<file path="src/rtl/matmul_stream_ctrl.sv">
// Word-serial host front end for one matmul core: packs A/B, pulses mm_start, drains the result.
// Optional watchdog on mm_done is enabled with `define MATMUL_CTRL_TIMEOUT_EN.
module matmul_stream_ctrl #(
    parameter int S       = 32,
    parameter int W       = 2,
    parameter int H       = 2,
    parameter int C       = 2,
    parameter int TIMEOUT = 1024
) (
    input  logic             clk,
    input  logic             rst_n,
    input  logic             in_valid,
    output logic             in_ready,
    input  logic [S-1:0]     in_data,
    output logic             out_valid,
    input  logic             out_ready,
    output logic [S-1:0]     out_data,
    output logic             out_last,
    output logic             mm_start,
    output logic [S*H*C-1:0] mm_a,
    output logic [S*C*W-1:0] mm_b,
    input  logic [S*H*W-1:0] mm_o,
    input  logic             mm_done,
    output logic             busy,
    output logic             timeout
);
    localparam int NA    = H * C;
    localparam int NB    = C * W;
    localparam int NO    = H * W;
    localparam int AW    = S * NA;
    localparam int BW    = S * NB;
    localparam int OW    = S * NO;
    localparam int NMAX  = (NA > NB) ? ((NA > NO) ? NA : NO) : ((NB > NO) ? NB : NO);
    localparam int CNT_W = $clog2(NMAX + 1);
    localparam int TMAX  = (TIMEOUT > 2) ? TIMEOUT : 2;
    localparam int GRD_W = $clog2(TMAX + 1);

    typedef enum logic [2:0] {LOAD_A, LOAD_B, START, WAIT, DRAIN} state_t;

    state_t           state, state_d;
    logic [CNT_W-1:0] cnt, cnt_d;
    logic [GRD_W-1:0] grd, grd_d;
    logic [OW-1:0]    res, res_d;
    logic [AW-1:0]    a_d;
    logic [BW-1:0]    b_d;
    logic [S-1:0]     out_data_d;
    logic             in_ready_d, out_valid_d, out_last_d, mm_start_d, busy_d;
    logic             take_in, take_out, done_ok, expire;

    // Result index n = i*W + j maps to the core's column-major slot NO-1-(j*H+i).
    function automatic logic [S-1:0] pick_word(input logic [OW-1:0] r, input logic [CNT_W-1:0] n);
        pick_word = '0;
        for (int i = 0; i < H; i++)
            for (int j = 0; j < W; j++)
                if (n == CNT_W'(i * W + j))
                    pick_word = r[S*(NO-1-(j*H+i)) +: S];
    endfunction

    always_ff @(posedge clk or negedge rst_n) begin
        if (!rst_n) begin
            state     <= LOAD_A;
            cnt       <= '0;
            grd       <= '0;
            res       <= '0;
            mm_a      <= '0;
            mm_b      <= '0;
            in_ready  <= 1'b1;
            out_valid <= 1'b0;
            out_last  <= 1'b0;
            out_data  <= '0;
            mm_start  <= 1'b0;
            busy      <= 1'b0;
        end else begin
            state     <= state_d;
            cnt       <= cnt_d;
            grd       <= grd_d;
            res       <= res_d;
            mm_a      <= a_d;
            mm_b      <= b_d;
            in_ready  <= in_ready_d;
            out_valid <= out_valid_d;
            out_last  <= out_last_d;
            out_data  <= out_data_d;
            mm_start  <= mm_start_d;
            busy      <= busy_d;
        end
    end

    always_comb begin
        state_d  = state;
        cnt_d    = cnt;
        grd_d    = grd;
        res_d    = res;
        done_ok  = 1'b0;
        expire   = 1'b0;
        take_in  = in_valid && in_ready;
        take_out = out_valid && out_ready;
        case (state)
            LOAD_A: if (take_in) begin
                if (cnt == CNT_W'(NA - 1)) begin
                    state_d = LOAD_B;
                    cnt_d   = '0;
                end else cnt_d = cnt + CNT_W'(1);
            end
            LOAD_B: if (take_in) begin
                if (cnt == CNT_W'(NB - 1)) begin
                    state_d = START;
                    cnt_d   = '0;
                end else cnt_d = cnt + CNT_W'(1);
            end
            START: begin
                state_d = WAIT;
                grd_d   = '0;
            end
            WAIT: begin
                // The first two WAIT cycles may still see done from the previous operation.
                done_ok = mm_done && (grd >= GRD_W'(2));
`ifdef MATMUL_CTRL_TIMEOUT_EN
                expire  = !done_ok && (grd == GRD_W'(TIMEOUT - 1));
`endif
                if (done_ok) begin
                    res_d   = mm_o;
                    cnt_d   = '0;
                    state_d = DRAIN;
                end else if (expire) begin
                    res_d   = '0;
                    cnt_d   = '0;
                    state_d = DRAIN;
                end else begin
`ifdef MATMUL_CTRL_TIMEOUT_EN
                    grd_d = grd + GRD_W'(1);
`else
                    if (grd < GRD_W'(2)) grd_d = grd + GRD_W'(1);
`endif
                end
            end
            DRAIN: if (take_out) begin
                if (cnt == CNT_W'(NO - 1)) begin
                    state_d = LOAD_A;
                    cnt_d   = '0;
                end else cnt_d = cnt + CNT_W'(1);
            end
            default: state_d = LOAD_A;
        endcase
    end

    // Outputs are decoded from the next state so every port comes straight from a flop.
    always_comb begin
        in_ready_d  = (state_d == LOAD_A) || (state_d == LOAD_B);
        mm_start_d  = (state_d == START);
        busy_d      = !((state_d == LOAD_A) && (cnt_d == '0));
        out_valid_d = (state_d == DRAIN);
        out_last_d  = (state_d == DRAIN) && (cnt_d == CNT_W'(NO - 1));
        out_data_d  = (state_d == DRAIN) ? pick_word(res_d, cnt_d) : '0;
        a_d         = mm_a;
        b_d         = mm_b;
        if (state == LOAD_A && take_in) a_d = (mm_a << S) | AW'(in_data);
        if (state == LOAD_B && take_in) b_d = (mm_b << S) | BW'(in_data);
    end

`ifdef MATMUL_CTRL_TIMEOUT_EN
    always_ff @(posedge clk or negedge rst_n) begin
        if (!rst_n) timeout <= 1'b0;
        else if (expire) timeout <= 1'b1;
    end
`else
    assign timeout = 1'b0;
`endif

endmodule

</file>
<file path="config.mk">
export PLATFORM = sky130hd
export DESIGN_NAME = matmul_stream_ctrl
export DESIGN_NICKNAME = d
export VERILOG_FILES = /design/src/rtl/matmul_stream_ctrl.sv
export SDC_FILE = /design/constraint.sdc
export NUM_CORES = 1
export LEC_CHECK = 0
export ABC_AREA = 0
export CORE_ASPECT_RATIO = 0.5
export CORE_UTILIZATION = 40
export DETAILED_ROUTE_END_ITERATION = 7
export HOLD_SLACK_MARGIN = 0.08
export PLACE_DENSITY = 0.71
export SYNTH_ARGS = -nofsm -noshare
export SYNTH_HDL_FRONTEND = slang
export SYNTH_SLANG_ARGS = --single-unit
export TNS_END_PERCENT = 20
</file>
<file path="constraint.sdc">
create_clock -name clk -period 4.27 [get_ports clk]
set_input_delay 0.6405 -clock clk [delete_from_list [all_inputs] [get_ports clk]]
set_output_delay 0.6405 -clock clk [all_outputs]
set_load 0.01 [all_outputs]
</file>
==> metrics <==
status complete, no violations; fin crit period 2.83 ns; final setup vio count 0; peak supply drop 0.407 mV; Syn Nets 1,602; Worst EP required 4.71 ns; die area 45,300 sq um; DRC viols 0; Startpoint Class register; Sum Neg Setup Slack 0 ns; final instance area 24,400 sq um; DR WL/cell 19.0 um; GRT overflow 0; CP Class register to register; RSZ-0062 raised after global routing false; number of global-route vias before repair 12.1k; most instantiated library cell after synthesis dfrtp_1; Cell Count Post-Placement 2,411; DR vias/cell 4.90; H-tree depth 2; crit-path cells nor4bb_1 -> a311oi_1 -> a221oi_4 -> buf_12 -> mux2i_1 -> o32ai_1; root cell of the clock tree clkbuf_16; Worst setup EP type register; CTS tree done; max frequency 0.353 GHz; yosys warns 0; Mapped Cells 1,434; Max stage delay on crit path 0.63 ns; Hold Vio Cnt, Final 0; Max Cap Viol 0; CTS-repair resized insts 0; Final HPWL DP 32,500 um; Setup Skew 0.0138 ns; io pins 459; Slew Limit Fails 0; pwr dens 752 nW/um^2; Top FF cell, synth dfrtp_1; largest net degree at the start of global routing 225; Final nets 2,035; Worst Slack Setup Final 1.44 ns; ys async rst share 1.00; Leakage 11.5 nW; Core Region 43,600 sq um; final core utilization 0.558; Via Count 12.2k; EDFF count, synth 0; die height 151 um; Hold-fix buffers, CTS 0; final period utilization 0.663; Synth top cells by count dfrtp_1, nand2_1, mux2_2, nand2b_1, mux2i_1; cell row count 54; area share of the largest cell type after synthesis 0.616; initial antenna violation count 3; register area share after synthesis 0.617; path depth of the worst reg2reg path 6; clock sink total 438; overall power 18.3 mW; drt pass-1 iters 5; ANT nets after route 0; Seq cells post-synth 438; P&R area growth vs syn 37.2%; clock slew at reported path FFs 0.07 ns; Post-DP Area 23,000 sq um; TritonCTS Buffers 42; Post-Syn Area 17,800 sq um; Data arrival, critical path 3.27 ns; Yosys top cell by area dfrtp_1; Worst Hold Class input port to async pin; Worst path slowest cell nor4bb_1; Hold Slack 0.0840 ns; Placer Congestion 0.839; library cells used by synthesis 46; Die W 300 um; Rel. slew slack 0.290; GRT Resource Usage Total 0.203; Starting Density 0.407; clk_lat worst skew 0.55 ns; Avg Cell Area, Syn 12.4 sq um; Setup WS pre-CTS 0.932 ns; Port-buffer cells 457; initial DRC count 889; CTS Buffer Depth 3; share of layout cells above drive strength 1 0.189; critical path peak fanout 39; Setup Fix Bufs, Post-CTS 0; Non-Filler Instances 2,488; top cells by area, synth dfrtp_1, mux2_2, nand2_1; worst-margin pin slew 1.07 ns; Post-Route WL 47,200 um; global-route wire length before repair 71,500 um
## logic make-up after synthesis
kind of cell | after synthesis | synth area share
mux | 321 | 0.199
fa+ha+maj | 3 | 0.00211
other cells | 1 | 0.000211
flops | 438 | 0.617
xor+xnor | 1 | 0.000493
compound gates | 83 | 0.0380
simple gates | 494 | 0.121
buf+inv | 93 | 0.0222
## cell type report
type                            instances  area [sq um]
Antenna cell                            4          10.0
Clock buffer                           59          1190
Multi-Input combinational cell        903          6440
Inverter                                4          15.0
Clock inverter                         14           143
Sequential cell                       438         11000
Fill cell                            3679         19300
Tap cell                              588           736
Timing Repair Buffer                  478          4860
## registers in the layout, indices dropped and copies added, names as in the netlist
register   count
busy           1
cnt            3
grd           11
in_ready       1
mm_a         128
mm_b         128
mm_start       1
out_data      32
out_last       1
out_valid      1
res          128
state          3
## layout by cell type (no fill, tap or decap), drive strengths merged, types with 22 or more instances in the layout
cell type,Yosys,routed
o32ai,32,32
dfrtp,437,437
nand2b,66,66
mux2i,64,64
clkbuf,53,59
buf,36,22
clkdlybuf4s50,0,456
o211ai,33,33
nand2,391,391
mux2,257,257
## power breakdown
| group | leakage, nW | total, mW | switching [mW] | internal [mW] |
|---|---|---|---|---|
| registers | 5.58 | 7.04 | 1.15 | 5.88 |
| clock network | 0.665 | 3.70 | 1.62 | 2.08 |
| logic | 5.24 | 7.57 | 3.30 | 4.27 |
| total | 11.5 | 18.3 | 6.08 | 12.2 |
## metal layers
| metal | up-vias | GRT usage | wire [um] |
|---|---|---|---|
| li1 | 5735 | - | - |
| met1 | 6159 | 0.263 | 20000 |
| met2 | 216 | 0.353 | 24500 |
| met3 | 75 | 0.0260 | 1330 |
| met4 | 0 | 0.0724 | 1430 |
| met5 | - | 0 | 0 |
## critical path: cells and delay by family (launching register included)
kind | cells | cell delay [ns]
buffers and inverters | 1 | 0.32
muxes | 1 | 0.13
and+or+nand+nor | 1 | 0.63
DFF | 1 | 0.55
AOI/OAI and AO/OA | 3 | 1.05
## final timing paths
check	start	end	slack (ns)
max in group asynchronous	rst_n	mm_a[53]$_DFFE_PN0P_	3.20
min in group clk	res[82]$_DFF_PN0_	res[82]$_DFF_PN0_	0.46
worst max register to register	in_ready$_DFF_PN1_	out_data[7]$_DFF_PN0_	1.44
worst min register to register	res[82]$_DFF_PN0_	res[82]$_DFF_PN0_	0.46
worst min-delay path	rst_n	res[63]$_DFF_PN0_	0.08
worst max-delay path	in_ready$_DFF_PN1_	out_data[7]$_DFF_PN0_	1.44
(Power assumes the default switching activity.)
